<file path="config.mk">
export PLATFORM = sky130hd
export DESIGN_NAME = uart_rom_loader
export DESIGN_NICKNAME = d
export VERILOG_FILES = /design/src/rtl/uart_rom_loader.sv
export SDC_FILE = /design/constraint.sdc
export NUM_CORES = 1
export LEC_CHECK = 0
export ABC_AREA = 1
export ABC_CLOCK_PERIOD_IN_PS = 3550
export CORE_ASPECT_RATIO = 0.6
export CORE_MARGIN = 1
export CORE_UTILIZATION = 65
export DETAILED_ROUTE_END_ITERATION = 10
export GPL_TIMING_DRIVEN = 0
export HOLD_SLACK_MARGIN = 0.02
export PLACE_DENSITY = 0.85
export RECOVER_POWER = 25
export SYNTH_ARGS = -nofsm -noshare
export SYNTH_HDL_FRONTEND = slang
export SYNTH_SLANG_ARGS = --single-unit
</file>
<file path="constraint.sdc">
create_clock -name CLK_50 -period 3.55 [get_ports CLK_50]
set_clock_uncertainty 0.15 [all_clocks]
set_input_delay 0.5325 -clock CLK_50 [delete_from_list [all_inputs] [get_ports CLK_50]]
set_output_delay 0.5325 -clock CLK_50 [all_outputs]
set_load 0.05 [all_outputs]
</file>
<file path="src/rtl/uart_rom_loader.sv">
// -----------------------------------------------------------------------------
// uart_rom_loader
//
// Receives a program image over an 8N1 UART line and writes it into the
// instruction ROM write port. While a load is in progress the CPU is held in
// reset; it is released only after the frame checksum verifies. A failed load
// keeps the CPU in reset until a later verified load or a system reset.
//
// Frame: 0xA5, LEN_HI, LEN_LO, LEN words of INSTR_WIDTH/8 bytes (MSB first),
//        CHK = XOR of every data byte (length bytes excluded).
//
// Ports
//   CLK_50       in   sole clock
//   reset        in   synchronous, active-high reset
//   uart_rx      in   asynchronous serial input, idle high
//   rom_address  out  ROM write address
//   rom_data     out  ROM write data
//   rom_we       out  one-cycle ROM write strobe
//   cpu_resetN   out  active-low CPU reset (low while loading / after bad load)
//   loading      out  high from sync-byte accept until frame end
//   done         out  sticky, set on a verified load
//   error        out  sticky, set on any frame error
// -----------------------------------------------------------------------------
module uart_rom_loader #(
    parameter int unsigned INSTR_WIDTH        = 16,
    parameter int unsigned ROM_REGISTER_COUNT = 1024,
    parameter int unsigned CLK_FREQ           = 50000000,
    parameter int unsigned BAUD               = 115200,
    parameter int unsigned TIMEOUT_CYCLES     = 1000000
) (
    input  logic                                  CLK_50,
    input  logic                                  reset,
    input  logic                                  uart_rx,
    output logic [$clog2(ROM_REGISTER_COUNT)-1:0] rom_address,
    output logic [INSTR_WIDTH-1:0]                rom_data,
    output logic                                  rom_we,
    output logic                                  cpu_resetN,
    output logic                                  loading,
    output logic                                  done,
    output logic                                  error
);

    localparam int unsigned DIV  = CLK_FREQ / BAUD;
    localparam int unsigned HALF = DIV / 2;
    localparam int unsigned AW   = $clog2(ROM_REGISTER_COUNT);
    localparam int unsigned BPW  = INSTR_WIDTH / 8;
    localparam int unsigned CW   = $clog2(DIV + 1);
    localparam int unsigned TW   = $clog2(TIMEOUT_CYCLES + 1);
    localparam int unsigned BIW  = (BPW > 1) ? $clog2(BPW) : 1;
    localparam logic [7:0]  SYNC = 8'hA5;

    typedef enum logic [1:0] {
        RX_IDLE,
        RX_START,
        RX_DATA,
        RX_STOP
    } rx_state_e;

    typedef enum logic [2:0] {
        S_IDLE,
        S_LEN_HI,
        S_LEN_LO,
        S_DATA,
        S_CHECK,
        S_ERR
    } state_e;

    // Running checksum update: every data byte is folded in with XOR.
    function automatic logic [7:0] chk_fold(input logic [7:0] acc, input logic [7:0] b);
        chk_fold = acc ^ b;
    endfunction

    // ---------------- RX front end ----------------
    logic            rx_meta_q;
    logic            rx_sync_q;
    logic            rx_prev_q;
    rx_state_e       rx_state_q, rx_state_d;
    logic [CW-1:0]   rx_cnt_q,   rx_cnt_d;
    logic [2:0]      rx_bit_q,   rx_bit_d;
    logic [7:0]      rx_shift_q, rx_shift_d;
    logic            byte_valid_q, byte_valid_d;
    logic            frame_err_q,  frame_err_d;

    // ---------------- Loader FSM ----------------
    state_e                 state_q,    state_d;
    logic [7:0]             len_hi_q,   len_hi_d;
    logic [15:0]            len_q,      len_d;
    logic [15:0]            words_q,    words_d;
    logic [INSTR_WIDTH-1:0] word_q,     word_d;
    logic [7:0]             chk_q,      chk_d;
    logic [BIW-1:0]         byte_idx_q, byte_idx_d;
    logic [AW-1:0]          addr_q,     addr_d;
    logic [INSTR_WIDTH-1:0] rom_data_q, rom_data_d;
    logic                   rom_we_q,   rom_we_d;
    logic                   cpu_rst_n_q, cpu_rst_n_d;
    logic                   loading_q,  loading_d;
    logic                   done_q,     done_d;
    logic                   error_q,    error_d;
    logic [TW-1:0]          tmo_q,      tmo_d;

    logic [15:0]            len_s;
    logic                   len_bad_s;
    logic [INSTR_WIDTH-1:0] word_next_s;
    logic [15:0]            words_next_s;
    logic                   abort_s;

    // RX synchronizer, bit timer and byte assembly registers.
    always_ff @(posedge CLK_50) begin
        if (reset) begin
            rx_meta_q    <= 1'b1;
            rx_sync_q    <= 1'b1;
            rx_prev_q    <= 1'b1;
            rx_state_q   <= RX_IDLE;
            rx_cnt_q     <= {CW{1'b0}};
            rx_bit_q     <= 3'd0;
            rx_shift_q   <= 8'h00;
            byte_valid_q <= 1'b0;
            frame_err_q  <= 1'b0;
        end else begin
            rx_meta_q    <= uart_rx;
            rx_sync_q    <= rx_meta_q;
            rx_prev_q    <= rx_sync_q;
            rx_state_q   <= rx_state_d;
            rx_cnt_q     <= rx_cnt_d;
            rx_bit_q     <= rx_bit_d;
            rx_shift_q   <= rx_shift_d;
            byte_valid_q <= byte_valid_d;
            frame_err_q  <= frame_err_d;
        end
    end

    // RX bit timer: start re-sampled at mid-bit, data/stop every DIV cycles.
    always_comb begin
        rx_state_d   = rx_state_q;
        rx_cnt_d     = rx_cnt_q;
        rx_bit_d     = rx_bit_q;
        rx_shift_d   = rx_shift_q;
        byte_valid_d = 1'b0;
        frame_err_d  = 1'b0;
        case (rx_state_q)
            RX_IDLE: begin
                if (rx_prev_q && !rx_sync_q) begin
                    rx_state_d = RX_START;
                    rx_cnt_d   = {CW{1'b0}};
                end else begin
                    rx_state_d = RX_IDLE;
                end
            end
            RX_START: begin
                if (rx_cnt_q == CW'(HALF - 1)) begin
                    rx_cnt_d = {CW{1'b0}};
                    rx_bit_d = 3'd0;
                    // A line that is high again at mid-bit was only a glitch.
                    if (!rx_sync_q) begin
                        rx_state_d = RX_DATA;
                    end else begin
                        rx_state_d = RX_IDLE;
                    end
                end else begin
                    rx_cnt_d = rx_cnt_q + CW'(1);
                end
            end
            RX_DATA: begin
                if (rx_cnt_q == CW'(DIV - 1)) begin
                    rx_cnt_d   = {CW{1'b0}};
                    rx_shift_d = {rx_sync_q, rx_shift_q[7:1]};
                    rx_bit_d   = rx_bit_q + 3'd1;
                    if (rx_bit_q == 3'd7) begin
                        rx_state_d = RX_STOP;
                    end else begin
                        rx_state_d = RX_DATA;
                    end
                end else begin
                    rx_cnt_d = rx_cnt_q + CW'(1);
                end
            end
            RX_STOP: begin
                if (rx_cnt_q == CW'(DIV - 1)) begin
                    rx_cnt_d   = {CW{1'b0}};
                    rx_state_d = RX_IDLE;
                    if (rx_sync_q) begin
                        byte_valid_d = 1'b1;
                    end else begin
                        frame_err_d = 1'b1;
                    end
                end else begin
                    rx_cnt_d = rx_cnt_q + CW'(1);
                end
            end
            default: begin
                rx_state_d = RX_IDLE;
            end
        endcase
    end

    // Helper values derived from the byte just received.
    always_comb begin
        len_s        = {len_hi_q, rx_shift_q};
        len_bad_s    = (len_s == 16'd0) || ({1'b0, len_s} > 17'(ROM_REGISTER_COUNT));
        word_next_s  = (word_q << 8) | INSTR_WIDTH'(rx_shift_q);
        words_next_s = words_q + 16'd1;
        abort_s      = frame_err_q || (tmo_q == TW'(TIMEOUT_CYCLES));
    end

    // Loader state and output registers.
    always_ff @(posedge CLK_50) begin
        if (reset) begin
            state_q     <= S_IDLE;
            len_hi_q    <= 8'h00;
            len_q       <= 16'd0;
            words_q     <= 16'd0;
            word_q      <= {INSTR_WIDTH{1'b0}};
            chk_q       <= 8'h00;
            byte_idx_q  <= {BIW{1'b0}};
            addr_q      <= {AW{1'b0}};
            rom_data_q  <= {INSTR_WIDTH{1'b0}};
            rom_we_q    <= 1'b0;
            cpu_rst_n_q <= 1'b1;
            loading_q   <= 1'b0;
            done_q      <= 1'b0;
            error_q     <= 1'b0;
            tmo_q       <= {TW{1'b0}};
        end else begin
            state_q     <= state_d;
            len_hi_q    <= len_hi_d;
            len_q       <= len_d;
            words_q     <= words_d;
            word_q      <= word_d;
            chk_q       <= chk_d;
            byte_idx_q  <= byte_idx_d;
            addr_q      <= addr_d;
            rom_data_q  <= rom_data_d;
            rom_we_q    <= rom_we_d;
            cpu_rst_n_q <= cpu_rst_n_d;
            loading_q   <= loading_d;
            done_q      <= done_d;
            error_q     <= error_d;
            tmo_q       <= tmo_d;
        end
    end

    // Loader next-state and output logic.
    always_comb begin
        state_d     = state_q;
        len_hi_d    = len_hi_q;
        len_d       = len_q;
        words_d     = words_q;
        word_d      = word_q;
        chk_d       = chk_q;
        byte_idx_d  = byte_idx_q;
        rom_data_d  = rom_data_q;
        rom_we_d    = 1'b0;
        cpu_rst_n_d = cpu_rst_n_q;
        loading_d   = loading_q;
        done_d      = done_q;
        error_d     = error_q;

        // The address steps one cycle after the write strobe, but not past
        // the last word, so it can never wrap at a full-depth load.
        if (rom_we_q && (words_q != len_q)) begin
            addr_d = addr_q + AW'(1);
        end else begin
            addr_d = addr_q;
        end

        // Inter-byte watchdog: idle and every received byte restart it.
        if ((state_q == S_IDLE) || byte_valid_q) begin
            tmo_d = {TW{1'b0}};
        end else if (tmo_q != TW'(TIMEOUT_CYCLES)) begin
            tmo_d = tmo_q + TW'(1);
        end else begin
            tmo_d = tmo_q;
        end

        case (state_q)
            S_IDLE: begin
                if (byte_valid_q && (rx_shift_q == SYNC)) begin
                    state_d     = S_LEN_HI;
                    loading_d   = 1'b1;
                    cpu_rst_n_d = 1'b0;
                    done_d      = 1'b0;
                    error_d     = 1'b0;
                    addr_d      = {AW{1'b0}};
                    chk_d       = 8'h00;
                    byte_idx_d  = {BIW{1'b0}};
                    words_d     = 16'd0;
                    word_d      = {INSTR_WIDTH{1'b0}};
                end else begin
                    state_d = S_IDLE;
                end
            end
            S_LEN_HI: begin
                if (byte_valid_q) begin
                    len_hi_d = rx_shift_q;
                    state_d  = S_LEN_LO;
                end else if (abort_s) begin
                    state_d = S_ERR;
                end else begin
                    state_d = S_LEN_HI;
                end
            end
            S_LEN_LO: begin
                if (byte_valid_q) begin
                    len_d = len_s;
                    if (len_bad_s) begin
                        state_d = S_ERR;
                    end else begin
                        state_d = S_DATA;
                    end
                end else if (abort_s) begin
                    state_d = S_ERR;
                end else begin
                    state_d = S_LEN_LO;
                end
            end
            S_DATA: begin
                if (byte_valid_q) begin
                    word_d = word_next_s;
                    chk_d  = chk_fold(chk_q, rx_shift_q);
                    if (byte_idx_q == BIW'(BPW - 1)) begin
                        byte_idx_d = {BIW{1'b0}};
                        rom_we_d   = 1'b1;
                        rom_data_d = word_next_s;
                        words_d    = words_next_s;
                        if (words_next_s == len_q) begin
                            state_d = S_CHECK;
                        end else begin
                            state_d = S_DATA;
                        end
                    end else begin
                        byte_idx_d = byte_idx_q + BIW'(1);
                    end
                end else if (abort_s) begin
                    state_d = S_ERR;
                end else begin
                    state_d = S_DATA;
                end
            end
            S_CHECK: begin
                if (byte_valid_q) begin
                    loading_d = 1'b0;
                    state_d   = S_IDLE;
                    if (rx_shift_q == chk_q) begin
                        done_d      = 1'b1;
                        cpu_rst_n_d = 1'b1;
                    end else begin
                        error_d = 1'b1;
                    end
                end else if (abort_s) begin
                    state_d = S_ERR;
                end else begin
                    state_d = S_CHECK;
                end
            end
            S_ERR: begin
                error_d     = 1'b1;
                loading_d   = 1'b0;
                cpu_rst_n_d = 1'b0;
                state_d     = S_IDLE;
            end
            default: begin
                state_d = S_IDLE;
            end
        endcase
    end

    assign rom_address = addr_q;
    assign rom_data    = rom_data_q;
    assign rom_we      = rom_we_q;
    assign cpu_resetN  = cpu_rst_n_q;
    assign loading     = loading_q;
    assign done        = done_q;
    assign error       = error_q;

endmodule
</file>
---- Word level (Yosys, flattened, before mapping) ----
Index checks and enable logic that the tools add are counted.
operators by class
  equal/unequal tests ..................... 28
  bitwise gates (word level) .............. 6
  multiplexer cells ....................... 56
  order comparisons ....................... 1
  reductions and logical operators ........ 30
  add/subtract/negate cells ............... 6
operator list
  operator               number
  $mux 16                3
  $mux 3                 12
  $pmux 16 s2            1
  $pmux 8 s2             2
  $mux 10                3
  $mux 9                 3
  $pmux 9 s3             1
  $mux 8                 3
  $add 20x1->20 const B  1
  $eq 20x20->1 const B   1
  $ne 20x20->1 const B   1
  $ne 2x2->1 const B     9
  $add 16x1->16 const B  1
  $eq 16x16->1           1
  $gt 16x11->1 const B   1
  $logic_not 16->1       1
  $mux 1                 16
  $ne 16x16->1           1
  $or 16x8->16           1
  $reduce_and 4->1       4
  $pmux 3 s5             1
  $reduce_and 3->1       5
  $add 10x1->10 const B  1
  $add 9x1->9 const B    1
  other kinds (30)       53
word-level totals
  register bits after elaboration ......... 138
  output and inout port bits .............. 31
  input port bits ......................... 3
  logic and storage cells ................. 151

---- Longest topological paths before layout ----
  word-level depth ........................ 6
  gate-level depth with buffers ........... 15

---- Worst setup path after synthesis ----
Ideal clock, no wire load.
  kind .................................... reg-to-reg
  start ................................... reg addr_q[0], in the netlist rom_address[0]
  end ..................................... reg addr_q[8], in the netlist rom_address[8]
  slack ................................... 1.665 ns
  period minus slack after synthesis ...... 1.885 ns
  arrival time ............................ 1.618 ns
  data required time ...................... 3.283 ns
  stages on the path, launching flop included .. 8
  setup time .............................. 0.117 ns
  buffers on the path ..................... 0
  path through ............................ dfxtp_1 -> ha_1 -> nand3_1 -> nor3_1 -> xor2_1 -> nand2_1 -> o21ai_0 -> nor2_1
between the ends
  longest elaborated chain between the ends .. 4
RTL lines
  element                 RTL line  RTL
  from (decl)             92        logic [AW-1:0] addr_q, addr_d;
  from (signal assigned)  215       addr_q <= {AW{1'b0}};
  from (signal assigned)  231       addr_q <= addr_d;
  $add 10x1->10 *         261       addr_d = addr_q + AW'(1);
  $mux 10 *               260       if (rom_we_q && (words_q != len_q)) begin
  $mux 10                 277       if (byte_valid_q && (rx_shift_q == SYNC)) begin
  $mux 10 *               275       case (state_q)
Mark *: on every way between the ends. The rest lies on a longest branch, timed or not.
A chain may end at the register's enable or synchronous reset.

---- Worst setup path in the final report ----
  start ................................... reg state_q[0]
  end ..................................... reg words_q[7]
between the ends
  longest elaborated chain between the ends .. 3
  elaborated cells between the ends (all ways) .. 8
  classes of those cells .................. eq/ne: 4; mux: 1; reduce/logical: 3
RTL lines
  element                                        RTL line  RTL
  from (decl)                                    85        state_e state_q, state_d;
  from (signal assigned)                         224       state_q <= state_d;
  $eq 3x2->1 or $logic_not 3->1 (tied branches)  275
  $ne 2x2->1 (no line) (tied with other cells)   --
  $reduce_and 4->1 (no line)                     --
  to (signal assigned)                           227       words_q <= words_d;
  to (decl)                                      88        logic [15:0] words_q, words_d;
Several ways; a longest one is shown, not always the timed one.

==> results.cfg <==
[outcome]
status = complete, no violations

[hold_path]
hold_end = rx_sync_q
hold_start = rx_meta_q
hold_class = reg -> reg
hold_path_depth = 1

[setup_path]
crit_top_cell = inv_1
worst-path-max-fanout = 10
arrival_ns = 3.08
worst_r2r_path_depth = 11
cp-start-kind = flip-flop
end_kind = flip-flop
timing.rr.end = words_q[7]
path_cells = inv_1, nor2_1, inv_1, nor2_8, inv_1, nor2_1, o21ai_4, inv_2, nand2_1, o21ai_0, and3_1
slowest_delay_ns = 0.65
r2r_start = state_q[0]
cp_slowest_cell = nor2_1
rrSetupSlack_ns = 0.69
cp.required_ns = 3.77
crit_type = reg -> reg

[clock_network]
hold_buffers = 0
cts.clk_slew.worst_paths_ns = 0.06
cts_htree_levels = 4
cts_setup_buffers = 0
cts.sinks = 138
ctsResizeCount = 0
cts-buffers-inserted = 17
clk_latency_ns = 0.43
cts_tree = built
cts-root-buf = clkbuf_16
cts_max_path_buffers = 2

[timing]
maxSlewHeadroom_pct = 25.10
tns_ns = 0
setup_slack_ns = 0.6911
slew_viol_final = 0
finalCriticalPeriod_ns = 2.859
worst_pin_slew_ns = 1.115
finalHoldViolations = 0
period_share_pct = 80.53
setup_viol = 0
rsz0062_at_grt = no
fmax_mhz = 349.8

[synthesis]
syn-cell-area_mm2 = 0.006678
syn_avg_cell_area_um2 = 7.066
yosys_warnings = 0
yosysSeqAreaShare_pct = 41.37
synth_cell_types = 45
async_flop_share_pct = 0
synth-seq-cells = 138
synth_top_flop_cell = dfxtp_1
synth_edf_count = 0
synth.net_count = 957
synthCells = 945

[drt]
vias_per_cell = 5.627
wirelength_um = 17590
drc = 0
ant_nets = 0
firstDrtPassIters = 5
initialDrtViolationCount = 805
dr_total_vias = 6432
wl_per_cell_um = 15.39

[power_and_ir_drop]
p_int_w = 0.002655
p_sw_share_pct = 24.09
p_seq_share_pct = 45.0
power.switching_w = 0.0008425
leakage_nw = 3.065
pwr_density_cell_mw_per_mm2 = 453.3
power_w = 0.003498
p_clk_share_pct = 50.8
power_frac_comb_pct = 4.2
ir_drop_uv = 386.0

[global_routing]
grt_pass1_wl_um = 28610
grt_pass1_vias = 5645
grt_start_max_net_pins = 17
grt_usage_pct = 34.52
overflow = 0
antenna_found_initial = 0

[floorplanning]
rows = 28
start_util_pct = 67.35
die-area_mm2 = 0.01070
die_w_um = 132.9
ios = 34
core_region_area_mm2 = 0.009915
die_h_um = 80.51

[placed_design]
place_congestion = 0.9744
numPortBuffers = 32
placed_cell_area_mm2 = 0.007167
dp.cells = 1112
dp_hpwl_um = 12160
dp_slack_ns = 1.066

[layout]
final_common_cell = nand2_1
drive_above_1_share_pct = 6.548
regArea_mm2 = 0.002763
fill_cells = 707
syn_to_final_growth_pct = 15.55
final-instance-count-excl-fill = 1143
multiInputGateArea_mm2 = 0.003306
antenna_cells = 0
final_cell_mix = nand2_1 (193), dfxtp_1 (138), inv_1 (116), nor2_1 (110), a21oi_1 (83)
nets = 1008
final_area_mm2 = 0.007716

[job]
cap_violations = 0
==> through the flow <==
step                      hold slack [ns]  util (%)
after floorplan                    0.2395         -
after global placement             0.2427     72.29
after detailed placement           0.2672     72.29
after CTS                          0.2821     78.14
after global routing               0.2996     77.83
final                              0.2853     77.83
==> power by group through the flow <==
| stage | clock [W] | sequential [W] | combinational, W |
|---|---|---|---|
| global placement | 0 | 0.00161 | 0.000137 |
| floorplan | 0 | 0.00160 | 0.0000977 |
| global route | 0.00184 | 0.00157 | 0.000167 |
| finish | 0.00178 | 0.00157 | 0.000147 |
| detailed placement | 0 | 0.00161 | 0.000140 |
| CTS | 0.00177 | 0.00157 | 0.000141 |
==> Yosys cell counts, drive strengths merged (9+ instances only) <==
library cell	number	area share, %
a21oi	83	6.2
nand4	17	1.6
nand3	65	5.0
nor3	22	1.9
xor2	26	3.4
xnor2	10	1.3
clkbuf	16	0.90
inv	123	7.0
buf	9	0.75
dfxtp	138	41
nor2	120	8.1
o21ai	78	6.0
nand2	194	11
ha	9	1.7
==> worst max path at each step <==
stage / from / to / slack, ns / cells after the start
2_1_floorplan: rom_address[0] / rom_address[8] / 1.66 / 7
3_3_place_gp: rx_shift_q[1] / rom_address[4] / 1.05 / 9
3_5_place_dp: rx_shift_q[3] / words_q[14] / 1.07 / 9
4_1_cts: rx_shift_q[3] / rom_address[4] / 1.06 / 9
5_1_grt: state_q[0] / words_q[7] / 0.52 / 11
6_report: state_q[0] / words_q[7] / 0.69 / 11
==> sequential cells by signal, indices dropped and copies added, names as in the netlist, 3 cells and up, named ones only <==
name and count:
chk_q 8, len_hi_q 8, len_q 16, rom_address 10, rom_data 16, rx_bit_q 3, rx_cnt_q 9, rx_shift_q 8
state_q 3, tmo_q 20, word_q 8, words_q 16
==> routing by layer <==
metal / global-route usage [%] / wire (um)
met5: 0 / 0
met4: 11.95 / 240
met3: 7.576 / 1780
met2: 48.38 / 6947
met1: 51.23 / 8624
==> critical path, delay by kind of cell, from the launching register on <==
| kind | cells | cell delay [ns] |
|---|---|---|
| AOI/OAI and AO/OA | 2 | 0.44 |
| buffers and inverters | 4 | 0.53 |
| DFF | 1 | 0.42 |
| and+or+nand+nor | 5 | 1.26 |
==> final cells by class <==
class / count / share of cell area, %
repair buffers: 32 / 4.151
clock buffers: 19 / 5.740
well taps: 135 / 2.189
inverters: 124 / 6.065
flip-flops and latches: 138 / 35.80
clock inverters: 12 / 1.784
plain buffers: 25 / 1.427
multi-input cells: 658 / 42.84
==> logic make-up after synthesis <==
| group | Yosys count | synth area share [%] |
|---|---|---|
| adders and majority gates | 9 | 1.686 |
| buffers and inverters | 149 | 8.656 |
| DFF | 138 | 41.37 |
| xor gates and xnor gates | 36 | 4.722 |
| and+or+nand+nor | 432 | 29.01 |
| AOI/OAI and AO/OA | 181 | 14.56 |
No activity file was read; power rests on OpenSTA's default activity.
